## src/rtl/qpsk_pkg.sv

```systemverilog
// Shared definitions for the QPSK receive path: default phase scale, FSM
// states, the four QPSK carrier phase words and the symbol codes.
package qpsk_pkg;

  localparam int unsigned NBITS_DEF   = 24;
  localparam int unsigned PHASE_W_DEF = NBITS_DEF + 3;

  typedef enum logic [1:0] {
    IDLE  = 2'd0,
    INTEG = 2'd1,
    DUMP  = 2'd2
  } state_t;

  // Carrier phase words for 45/135/225/315 degrees (full circle = 2**PHASE_W_DEF)
  localparam logic [PHASE_W_DEF-1:0] QPSK_PHASE_0 = PHASE_W_DEF'(64'd1 << NBITS_DEF);
  localparam logic [PHASE_W_DEF-1:0] QPSK_PHASE_1 = PHASE_W_DEF'(64'd3 << NBITS_DEF);
  localparam logic [PHASE_W_DEF-1:0] QPSK_PHASE_2 = PHASE_W_DEF'(64'd5 << NBITS_DEF);
  localparam logic [PHASE_W_DEF-1:0] QPSK_PHASE_3 = PHASE_W_DEF'(64'd7 << NBITS_DEF);

  localparam logic [1:0] SYM_0 = 2'd0;
  localparam logic [1:0] SYM_1 = 2'd1;
  localparam logic [1:0] SYM_2 = 2'd2;
  localparam logic [1:0] SYM_3 = 2'd3;

  // Quadrant slicer from the sign bits of the I and Q integrals
  function automatic logic [1:0] qpsk_slice(input logic i_neg, input logic q_neg);
    logic [1:0] s;
    case ({i_neg, q_neg})
      2'b00:   s = SYM_0;
      2'b10:   s = SYM_1;
      2'b11:   s = SYM_2;
      default: s = SYM_3;
    endcase
    return s;
  endfunction

endpackage

```

## src/rtl/qpsk_demodulator_integrator.sv

```systemverilog
// I/Q sign-mixer and integrate-and-dump accumulators with sample counter.
// Ports:
//   clk, rst          clock, synchronous active-high reset
//   clr               zero accumulators and count
//   add               accumulate the mixed sample, count++
//   restart           load the mixed sample as sample 0 (count = 1)
//   adc_data          signed ADC sample
//   ref_i, ref_q      square-wave references (1 = +sample, 0 = -sample)
//   acc_i, acc_q      running integrals
//   count             samples accumulated in the current symbol
module qpsk_iq_integrator
  import qpsk_pkg::*;
#(
  parameter int unsigned DW    = 16,
  parameter int unsigned LW    = 16,
  parameter int unsigned ACC_W = DW + LW + 1
) (
  input  logic                    clk,
  input  logic                    rst,
  input  logic                    clr,
  input  logic                    add,
  input  logic                    restart,
  input  logic signed [DW-1:0]    adc_data,
  input  logic                    ref_i,
  input  logic                    ref_q,
  output logic signed [ACC_W-1:0] acc_i,
  output logic signed [ACC_W-1:0] acc_q,
  output logic [LW-1:0]           count
);

  logic signed [ACC_W-1:0] samp_ext;
  logic signed [ACC_W-1:0] mix_i;
  logic signed [ACC_W-1:0] mix_q;

  // Sign-extend once, then flip sign where the reference is low
  assign samp_ext = ACC_W'(adc_data);
  assign mix_i    = ref_i ? samp_ext : -samp_ext;
  assign mix_q    = ref_q ? samp_ext : -samp_ext;

  always_ff @(posedge clk) begin
    if (rst || clr) begin
      acc_i <= '0;
      acc_q <= '0;
      count <= '0;
    end else if (restart) begin
      acc_i <= mix_i;
      acc_q <= mix_q;
      count <= LW'(1);
    end else if (add) begin
      acc_i <= acc_i + mix_i;
      acc_q <= acc_q + mix_q;
      count <= count + LW'(1);
    end
  end

endmodule

```

## src/rtl/qpsk_demodulator.sv

```systemverilog
// QPSK demodulator: NCO square-wave references, integrate-and-dump per
// symbol, quadrant slicer and a 1-deep valid/ready symbol buffer.
// Ports:
//   clk, rst                 clock, synchronous active-high reset
//   enable                   0 = idle, partial symbol discarded
//   carrier_freq             NCO increment per clk
//   phase_offset             carrier phase correction
//   sym_len                  samples per symbol (<2 treated as 2)
//   sym_start                restart symbol timing
//   adc_data, adc_valid      signed sample and qualifier
//   sym_data, sym_valid      sliced symbol, held until sym_ready
//   sym_ready                consumer accept
//   last_i, last_q           integrals of the last buffered symbol
//   overflow                 sticky: a symbol was dropped on a full buffer
module qpsk_demodulator
  import qpsk_pkg::*;
#(
  parameter int unsigned NBITS = NBITS_DEF,
  parameter int unsigned DW    = 16,
  parameter int unsigned LW    = 16,
  parameter int unsigned ACC_W = DW + LW + 1
) (
  input  logic                    clk,
  input  logic                    rst,
  input  logic                    enable,
  input  logic [NBITS-7:0]        carrier_freq,
  input  logic [NBITS+2:0]        phase_offset,
  input  logic [LW-1:0]           sym_len,
  input  logic                    sym_start,
  input  logic signed [DW-1:0]    adc_data,
  input  logic                    adc_valid,
  output logic [1:0]              sym_data,
  output logic                    sym_valid,
  input  logic                    sym_ready,
  output logic signed [ACC_W-1:0] last_i,
  output logic signed [ACC_W-1:0] last_q,
  output logic                    overflow
);

  localparam int unsigned PW = NBITS + 3;

  state_t                  state_q;
  state_t                  state_d;
  logic [PW-1:0]           phase_q;
  logic [1:0]              quad_c;
  logic                    sinp_c;
  logic                    cosp_c;
  logic [LW-1:0]           last_idx_c;
  logic                    clr_c;
  logic                    add_c;
  logic                    restart_c;
  logic                    dump_c;
  logic signed [ACC_W-1:0] acc_i;
  logic signed [ACC_W-1:0] acc_q;
  logic [LW-1:0]           count;

  // Free-running NCO
  always_ff @(posedge clk) begin
    if (rst) phase_q <= '0;
    else     phase_q <= phase_q + PW'(carrier_freq);
  end

  // Quadrant of the corrected phase drives the square-wave references
  assign quad_c = 2'((phase_q + phase_offset) >> (PW - 2));
  assign sinp_c = ~quad_c[1];
  assign cosp_c = ~(quad_c[1] ^ quad_c[0]);

  assign last_idx_c = (sym_len < LW'(2)) ? LW'(1) : sym_len - LW'(1);

  qpsk_iq_integrator #(
    .DW    (DW),
    .LW    (LW),
    .ACC_W (ACC_W)
  ) u_integ (
    .clk      (clk),
    .rst      (rst),
    .clr      (clr_c),
    .add      (add_c),
    .restart  (restart_c),
    .adc_data (adc_data),
    .ref_i    (cosp_c),
    .ref_q    (sinp_c),
    .acc_i    (acc_i),
    .acc_q    (acc_q),
    .count    (count)
  );

  // State register
  always_ff @(posedge clk) begin
    if (rst) state_q <= IDLE;
    else     state_q <= state_d;
  end

  // Next state and integrator control
  always_comb begin
    state_d   = state_q;
    clr_c     = 1'b0;
    add_c     = 1'b0;
    restart_c = 1'b0;
    dump_c    = 1'b0;
    if (!enable) begin
      state_d = IDLE;
      clr_c   = 1'b1;
    end else begin
      case (state_q)
        IDLE: begin
          clr_c   = 1'b1;
          state_d = INTEG;
        end
        INTEG: begin
          if (sym_start) begin
            clr_c = 1'b1;
          end else if (adc_valid) begin
            add_c = 1'b1;
            if (count == last_idx_c) state_d = DUMP;
          end
        end
        DUMP: begin
          state_d = INTEG;
          // sym_start cancels the dump; otherwise a sample here opens the next symbol
          if (sym_start) begin
            clr_c = 1'b1;
          end else begin
            dump_c = 1'b1;
            if (adc_valid) restart_c = 1'b1;
            else           clr_c     = 1'b1;
          end
        end
        default: begin
          state_d = IDLE;
          clr_c   = 1'b1;
        end
      endcase
    end
  end

  // Output buffer: load on dump when free or draining, else drop and flag
  always_ff @(posedge clk) begin
    if (rst) begin
      sym_data  <= '0;
      sym_valid <= 1'b0;
      last_i    <= '0;
      last_q    <= '0;
      overflow  <= 1'b0;
    end else begin
      if (sym_valid && sym_ready) sym_valid <= 1'b0;
      if (dump_c) begin
        if (!sym_valid || sym_ready) begin
          sym_data  <= qpsk_slice(acc_i[ACC_W-1], acc_q[ACC_W-1]);
          last_i    <= acc_i;
          last_q    <= acc_q;
          sym_valid <= 1'b1;
        end else begin
          overflow  <= 1'b1;
        end
      end
    end
  end

endmodule

```

## config.mk

```make
export PLATFORM = sky130hd
export DESIGN_NAME = qpsk_demodulator
export DESIGN_NICKNAME = d
export VERILOG_FILES = /design/src/rtl/qpsk_pkg.sv /design/src/rtl/qpsk_demodulator_integrator.sv /design/src/rtl/qpsk_demodulator.sv
export SDC_FILE = /design/constraint.sdc
export NUM_CORES = 1
export LEC_CHECK = 0
export ABC_AREA = 1
export BUFFER_PORTS_ARGS = -buffer_cell sky130_fd_sc_hd__buf_2
export CORE_MARGIN = 2
export CORE_UTILIZATION = 50
export CTS_CLUSTER_SIZE = 30
export DETAILED_ROUTE_END_ITERATION = 8
export PLACE_DENSITY_LB_ADDON = 0.12
export SLEW_MARGIN = 10
export SYNTH_ARGS = -nofsm -noshare
export SYNTH_HDL_FRONTEND = slang
export SYNTH_SLANG_ARGS = --single-unit
export TNS_END_PERCENT = 1
```

## constraint.sdc

```tcl
create_clock -name clk -period 6.22 [get_ports clk]
set_input_delay 1.866 -clock clk [delete_from_list [all_inputs] [get_ports clk]]
set_output_delay 1.866 -clock clk [all_outputs]
set_load 0.05 [all_outputs]
```

==> Word-level counts from Yosys, hierarchy flattened <==
Cells that the tools add are included.
{ "classes": {"add_sub_neg": 7, "n_lt_le_gt_ge": 1, "eq_ne": 8, "mux": 31, "bitwise": 3, "reduce_logical": 13} }
{ "op_table": {"columns": ["op", "count"], "rows": [
  ["33-bit two-way mux", 6],
  ["33-bit adder", 2],
  ["16-bit negation with 33-bit output", 1],
  ["27-bit by 18-bit adder with 27-bit output", 1],
  ["27-bit adder", 1],
  ["1-bit two-way mux", 18],
  ["16-bit by 1-bit adder with 16-bit output (second input constant)", 1],
  ["16-bit == test", 1],
  ["16-bit by 2-bit less-than comparator with 1-bit output (second input constant)", 1],
  ["16-bit two-way mux", 1],
  ["16-bit by 1-bit subtractor with 16-bit output (second input constant)", 1],
  ["2-bit == test (second input constant)", 3],
  ["2-bit two-way mux", 3],
  ["2-bit inequality test (second input constant)", 3],
  ["2-bit one-hot mux with 3 select lines", 1],
  ["2-bit OR reduction", 3],
  ["2-bit logical NOT", 2],
  ["2-bit one-hot mux with 2 select lines", 1],
  ["2-bit AND reduction", 2],
  ["3-bit AND reduction", 1],
  ["2-bit by 1-bit == test with 1-bit output (second input constant)", 1],
  ["1-bit logical OR", 2],
  ["1-bit inverter", 2],
  ["1-bit one-hot mux with 2 select lines", 1],
  ["other kinds (4)", 4]
]} }
{ "totals": {"regBits": 181, "inputBits": 83, "output_inout_bits": 70, "word_cells": 74} }

==> Longest topological paths before layout <==
Gate-level depths: netlist (run 1).
{ "logic_depth": {"depth_word": 7, "mapped_depth": 33, "mapped_depth_nobuf": 32} }

==> Modules after synthesis <==
From an unflattened synthesis (run 1), not the netlist that was laid out.
{ "hier_totals": {"hier_cells": 2637, "area_unflattened_um2": 15295.9} }
{ "by_module_without_submodules": {"columns": ["module", "instances", "cells_each", "area_per_inst_um2", "seq_area_each_um2"], "rows": [
  ["qpsk_iq_integrator", 1, 1752, 9325.2, 1641.6],
  ["qpsk_demodulator", 1, 885, 5970.7, 1981.9]
]} }

==> Worst setup path after synthesis (run 1) <==
OpenSTA, ideal clock, no wires.
{ "synth_timing": {"path_type": "input to register", "from": "input port adc_data[0]", "to": "register u_integ.acc_i[30]", "setup_ns": 0.110, "t_arrival_ns": 5.241, "required_time_ns": 6.110, "setup_slack_ns": 0.869, "stages": 25, "n_path_buf": 0, "path_cell_list": "inv_1 ha_1 nand2_1 nor3_2 nand3_1 nor3_2 nand2_1 or4_1 ha_1 inv_1 o21ai_0 inv_1 ha_1 nand2_1 nor2_1 inv_1 nor3_1 nand3_1 or2_2 nand2_1 nand2_1 nand3_1 nand3_1 nand2_1 inv_1"} }
{ "synth_via": {"elab_chain_cells": 5} }
{ "synth_rtl": {"columns": ["item", "line", "source"], "rows": [
  ["start: declaration", "qpsk_demodulator.sv:30", "input logic signed [DW-1:0] adc_data,"],
  ["16-bit negation with 33-bit output", "qpsk_demodulator_integrator.sv:37", "assign mix_i = ref_i ? samp_ext : -samp_ext;"],
  ["33-bit two-way mux (*)", "qpsk_demodulator_integrator.sv:37", null],
  ["33-bit adder", "qpsk_demodulator_integrator.sv:50", "acc_i <= acc_i + mix_i;"],
  ["33-bit two-way mux", "qpsk_demodulator_integrator.sv:49", "end else if (add) begin"],
  ["33-bit two-way mux (*)", "qpsk_demodulator_integrator.sv:45", "end else if (restart) begin"],
  ["end signal: assignment", "qpsk_demodulator_integrator.sv:46", "acc_i <= mix_i;"],
  ["end signal: assignment", "qpsk_demodulator_integrator.sv:50", null],
  ["end: declaration", "qpsk_demodulator_integrator.sv:26", "output logic signed [ACC_W-1:0] acc_i,"]
]} }
Every way passes the cells marked *; elsewhere a longest branch is shown, timed or not. The select of a mux whose other input is x is not followed.
A chain may end at the register's enable or synchronous reset.

==> Worst setup path in the final report (run 1) <==
Ends and elaborated chain as after synthesis.

==> results of run 1 <==
[cells in the mapped netlist (11+ instances only)]
cell type,number
nand2_1,464
nor2_1,307
inv_1,265
a21oi_1,204
o21ai_0,191
dfxtp_1,181
nand3_1,129
ha_1,118
clkbuf_1,43
xor2_1,36
nand4_1,26
a31oi_1,22
nand2_2,21
a21o_1,20
nor3_1,17
o21bai_1,14
o21ai_2,13
xnor2_1,12
o21ai_1,11
[metrics by stage]
| step | cells | instance area [µm²] | util, % |
|---|---|---|---|
| 2_1_floorplan | 2213 | 14100 | - |
| 3_3_place_gp | 2705 | 15200 | 54.9 |
| 3_5_place_dp | 2705 | 15200 | 54.9 |
| 4_1_cts | 2737 | 15800 | 56.9 |
| 5_1_grt | 2737 | 15800 | 56.9 |
| 6_report | 2738 | 15800 | 56.9 |
[power groups by stage]
stage / Sequential [mW] / Combinational, mW / Clock (mW)
2_1_floorplan: 1.25 / 0.614 / 0
3_3_place_gp: 1.26 / 0.795 / 0
3_5_place_dp: 1.26 / 0.808 / 0
4_1_cts: 1.23 / 0.813 / 1.09
5_1_grt: 1.24 / 0.933 / 1.13
6_report: 1.23 / 0.818 / 1.07
[worst max-delay path: stages]
cell     delay [ns]
buf_2          0.13
inv_1          0.09
ha_1           0.18
nand2_1        0.09
nor3_2         0.22
nand3_1        0.21
nor3_2         0.22
nand2_1        0.07
or4_1          0.41
ha_1           0.29
inv_1          0.04
o21ai_0        0.23
inv_1          0.07
ha_1           0.36
nand2_1        0.11
nor2_1         0.15
inv_1          0.08
nor3_1         0.34
nand3_1        0.11
or2_2          0.32
nand2_1        0.06
nand2_1        0.04
nand3_1        0.06
nand3_1        0.07
nand2_1        0.07
inv_1          0.04
[area by class of cell]
cell class | count | share of cell area [%]
clock inverter | 14 | 0.809
clock buffer | 18 | 2.79
sequential | 181 | 23.0
inverter | 275 | 6.55
tap | 378 | 3.00
timing repair buffer | 173 | 5.82
antenna | 1 | 0.0159
multi-input combinational | 1698 | 58.0
[metal layers]
layer  wire length (µm)  vias to the layer above  part of all wire, %
li1                   -                     7572                    -
met1              19000                     6568                   47
met2              18300                      421                   45
met3               2400                       71                  5.9
met4               1060                        6                  2.6
met5                 37                        -                0.091
[cell families after synthesis]
logic type	Yosys count	synth area share, %
adders and majority gates	121	10.9
and+or+nand+nor	1012	30.6
buffers and inverters	334	9.23
DFF	181	25.8
xor gates and xnor gates	48	2.99
AOI/OAI and AO/OA	517	20.5
[state kept, by name (all words and copies together), names as in the netlist]
register,flops
state_q,2
u_integ.acc_i,33
u_integ.acc_q,33
phase_q,27
last_q,33
last_i,33
u_integ.count,16
sym_data,2
sym_valid,1
overflow,1
[final timing paths]
kind	start	end	slack, ns	depth (start not counted)
worst max-delay path	adc_data[0]	u_integ.acc_i[30]	0.66	26
worst min-delay path	sym_data[1]	sym_data[1]	0.46	2
worst max register to register	phase_q[23]	u_integ.acc_i[25]	1.97	27
worst min register to register	sym_data[1]	sym_data[1]	0.46	2
==> impl_metrics.py, run 1 <==
metrics = {
    "pwr": {
        "ir_drop_mv": 0.130,
        "pwr-share-seq_pct": 39.4,
        "power.total_mw": 3.12,
        "power_density_nw_per_um2": 198,
        "combPwrFrac_pct": 26.2,
        "power_frac_clock_pct": 34.4,
        "swShare_pct": 34.2,
        "p_int_mw": 2.06,
        "p_sw_mw": 1.07,
        "power.leakage_nw": 8.17,
    },
    "clock_tree": {
        "cts-root-buf": "clkbuf_16",
        "htreeDepth": 4,
        "cts_sinks": 181,
        "postCtsSetupBuffers": 0,
        "hold_buffers": 0,
        "cts_tree": "built",
        "cts_buffers": 17,
        "worstSkewPairLatency_ns": 0.45,
        "clkTransAtPathRegs_ns": 0.08,
        "cts_resized": 0,
        "cts_buffer_depth": 2,
    },
    "synthesis": {
        "yosys.area.top_type_share_pct": 25.8,
        "ys_top_cells_by_area": "dfxtp_1, nand2_1, ha_1, nor2_1, a21oi_1",
        "synth_cell_types": 51,
        "netlist_instances": 2213,
        "ys_async_sr_fraction_pct": 0,
        "synth_area_um2": 14100,
        "synth_nets": 2417,
        "yosysSeqAreaShare_pct": 25.8,
        "ys_ff_latch": 181,
        "syn_area_per_cell_um2": 6.35,
        "ys_warn_count": 0,
        "synth_largest_area_cell": "dfxtp_1",
        "synth_ff_type": "dfxtp_1",
        "synth_edf_count": 0,
    },
    "global_route": {
        "grt_pass1_vias": 13500,
        "grt_pass1_wl_um": 65200,
        "use_met1_pct": 36.5,
        "gr-total-overflow": 0,
        "grt.busiest_layer": "met2",
        "grtUsageMet3_pct": 4.33,
        "grt_use_met2_pct": 46.3,
        "grt_use_total_pct": 27.7,
        "antenna_found_initial": 4,
        "grt_max_degree": 88,
    },
    "timing": {
        "max_freq_mhz": 180,
        "finalCritPeriodShare_pct": 89.4,
        "setup_ws_ns": 0.662,
        "tightest_slew_ns": 1.18,
        "drv_slew": 0,
        "setup_viol": 0,
        "tns_ns": 0,
        "rsz0062_at_grt": "false",
        "finalCriticalPeriod_ns": 5.56,
        "finalHoldViolCount": 0,
        "hold_slack_ns": 0.464,
        "slew_headroom_pct": 21.2,
        "finalClockSkew_ns": 0.0175,
    },
    "die": {
        "die_area_um2": 29500,
        "core_area_um2": 27700,
        "die_w_um": 172,
        "initial_core_util_pct": 50.7,
        "row_count": 61,
        "die_y_um": 172,
        "ios": 153,
    },
    "critical_path": {
        "crit_fanout": 5,
        "worst_ep_arrival_time_ns": 5.91,
        "worst_setup_path_end_kind": "register",
        "crit_type": "input pin to register",
        "start_kind": "input pin",
        "cp.required_ns": 6.57,
    },
    "run": {
        "drv_cap": 0,
    },
    "route": {
        "vias_per_cell": 5.35,
        "drt_iter0_markers": 1109,
        "first_pass_iters": 5,
        "vias": 14600,
        "wl_per_cell_um": 14.9,
        "wl_um": 40800,
        "drc": 0,
        "ant_nets": 0,
    },
    "run_status": {
        "status": "completed",
    },
    "placement": {
        "io_buffers": 152,
        "place_congestion": 0.984,
        "post-place-ws_ns": 0.244,
        "dp_hpwl_um": 31100,
    },
    "finish": {
        "multi_input_area_um2": 9150,
        "areaGrowthSynthToFinish_pct": 12.2,
        "ff_latch_area_um2": 3620,
        "layout-drive-gt1-share_pct": 12.2,
        "layout_common_cells": "nand2_1, nor2_1, inv_1, a21oi_1, o21ai_0",
        "nets": 2550,
        "n_fill_cell": 2808,
        "final_common_cell": "nand2_1",
    },
    "min_path": {
        "hp-class": "register to register",
    },
}
Power figures use the tool's default switching activity.
==> run 2, diff against run 1 <==
--- a/config.mk
+++ b/config.mk
@@ -8,7 +8,7 @@
 export ABC_AREA = 1
 export BUFFER_PORTS_ARGS = -buffer_cell sky130_fd_sc_hd__buf_2
 export CORE_MARGIN = 2
-export CORE_UTILIZATION = 50
+export CORE_UTILIZATION = 55
 export CTS_CLUSTER_SIZE = 30
 export DETAILED_ROUTE_END_ITERATION = 8
 export PLACE_DENSITY_LB_ADDON = 0.12
==> impl_metrics.py, run 2 (same netlist as run 1, synthesis figures left out) <==
metrics = {
    "timing": {
        "finalHoldViolCount": 0,
        "finalCriticalPeriod_ns": 5.59,
        "finalClockSkew_ns": 0.0187,
        "rsz0062_at_grt": "false",
        "setup_viol": 0,
        "finalCritPeriodShare_pct": 89.9,
        "max_freq_mhz": 179,
        "hold_slack_ns": 0.477,
        "drv_slew": 0,
        "slew_headroom_pct": 21.4,
        "tns_ns": 0,
        "setup_ws_ns": 0.631,
        "tightest_slew_ns": 1.18,
    },
    "die": {
        "ios": 153,
        "core_area_um2": 25100,
        "die_w_um": 164,
        "die_y_um": 164,
        "initial_core_util_pct": 56.0,
        "row_count": 58,
        "die_area_um2": 26800,
    },
    "placement": {
        "dp.cells": 2655,
        "post-place-ws_ns": 0.289,
        "place_congestion": 0.978,
        "dpl-instance-area_um2": 15100,
        "dp_hpwl_um": 31300,
        "io_buffers": 152,
    },
    "critical_path": {
        "slowest_stage": "or4_1",
        "worst_ep_arrival_time_ns": 5.93,
        "reg2reg_to": "u_integ.acc_i[26]",
        "crit_fanout": 5,
        "ff2ff_setup_slack_ns": 1.93,
        "cp.required_ns": 6.56,
        "start_kind": "input pin",
        "worstReg2RegStart": "phase_q[23]",
        "worst_setup_path_end_kind": "register",
        "crit_type": "input pin to register",
        "reg2reg_depth": 23,
        "cpPeakStageDelay_ns": 0.41,
    },
    "finish": {
        "areaGrowthSynthToFinish_pct": 11.8,
        "design_area_um2": 15700,
        "nets": 2548,
        "layout-drive-gt1-share_pct": 12.1,
        "final_common_cell": "nand2_1",
        "post-route-util_pct": 62.6,
        "fin_cells": 2691,
        "n_fill_cell": 2498,
        "layout_common_cells": "nand2_1, nor2_1, inv_1, a21oi_1, o21ai_0",
    },
    "route": {
        "first_pass_iters": 7,
        "vias": 14700,
        "drc": 0,
        "wl_per_cell_um": 15.3,
        "vias_per_cell": 5.48,
        "drt_iter0_markers": 912,
        "ant_nets": 0,
        "wl_um": 41200,
    },
    "clock_tree": {
        "cts-root-buf": "clkbuf_16",
        "htreeDepth": 4,
        "clkTransAtPathRegs_ns": 0.07,
        "cts_buffer_depth": 2,
        "hold_buffers": 0,
        "postCtsSetupBuffers": 0,
        "cts_sinks": 181,
        "cts_resized": 0,
        "cts_buffers": 17,
        "cts_tree": "built",
        "worstSkewPairLatency_ns": 0.45,
    },
    "pwr": {
        "power.total_mw": 3.16,
        "ir_drop_mv": 0.141,
        "power.leakage_nw": 8.19,
        "power_density_nw_per_um2": 201,
    },
    "global_route": {
        "gr-total-overflow": 0,
        "grt_pass1_vias": 13500,
        "grt_max_degree": 88,
        "grt_use_total_pct": 30.6,
        "grt_pass1_wl_um": 66000,
        "antenna_found_initial": 4,
    },
    "min_path": {
        "min_path_cells": 2,
        "holdPathEnd": "sym_data[1]",
        "hp-class": "register to register",
        "hold_start": "sym_data[1]",
    },
    "run": {
        "drv_cap": 0,
    },
    "run_status": {
        "status": "completed",
    },
}
-- run 2: area by class of cell --
cell class	count	area, µm²	area share, %
clock inverters	14	140	0.892
well taps	330	413	2.63
multi-input cells	1698	9150	58.2
repair buffers	171	903	5.75
flip-flops and latches	181	3620	23.1
inverters	275	1030	6.57
clock buffers	18	439	2.79
diodes	4	10.0	0.0637
-- run 2: where the power goes --
group | internal (mW) | switching, mW | total (mW)
Sequential | 1.20 | 0.0334 | 1.23
Clock | 0.577 | 0.528 | 1.10
Combinational | 0.293 | 0.531 | 0.824
Total | 2.07 | 1.09 | 3.16
-- run 2: how the worst max path moves through the flow --
stage,cells past startpoint,start,end,slack [ns]
after global routing,27,adc_data[0],u_integ.acc_i[26],0.17
after global placement,24,phase_offset[23],u_integ.acc_i[26],0.31
after CTS,26,adc_data[0],u_integ.acc_i[30],0.72
after detailed placement,26,adc_data[0],u_integ.acc_i[30],0.29
after floorplan,25,adc_data[0],u_integ.acc_i[30],0.87
final,27,adc_data[0],u_integ.acc_i[25],0.63
-- run 2: layer usage --
| metal | up-vias | global-route usage [%] | share of wire (%) |
|---|---|---|---|
| li1 | 7574 | - | - |
| met1 | 6709 | 40.8 | 47 |
| met2 | 415 | 52.1 | 46 |
| met3 | 50 | 4.04 | 5.8 |
| met4 | 0 | 7.93 | 1.8 |
| met5 | - | 0 | 0 |
-- run 2: worst max-delay path: cells and delay by family --
family	cells	cell delay (ns)
compound gates	1	0.24
fa+ha+maj	3	0.83
buf+inv	6	0.46
simple gates	17	2.54
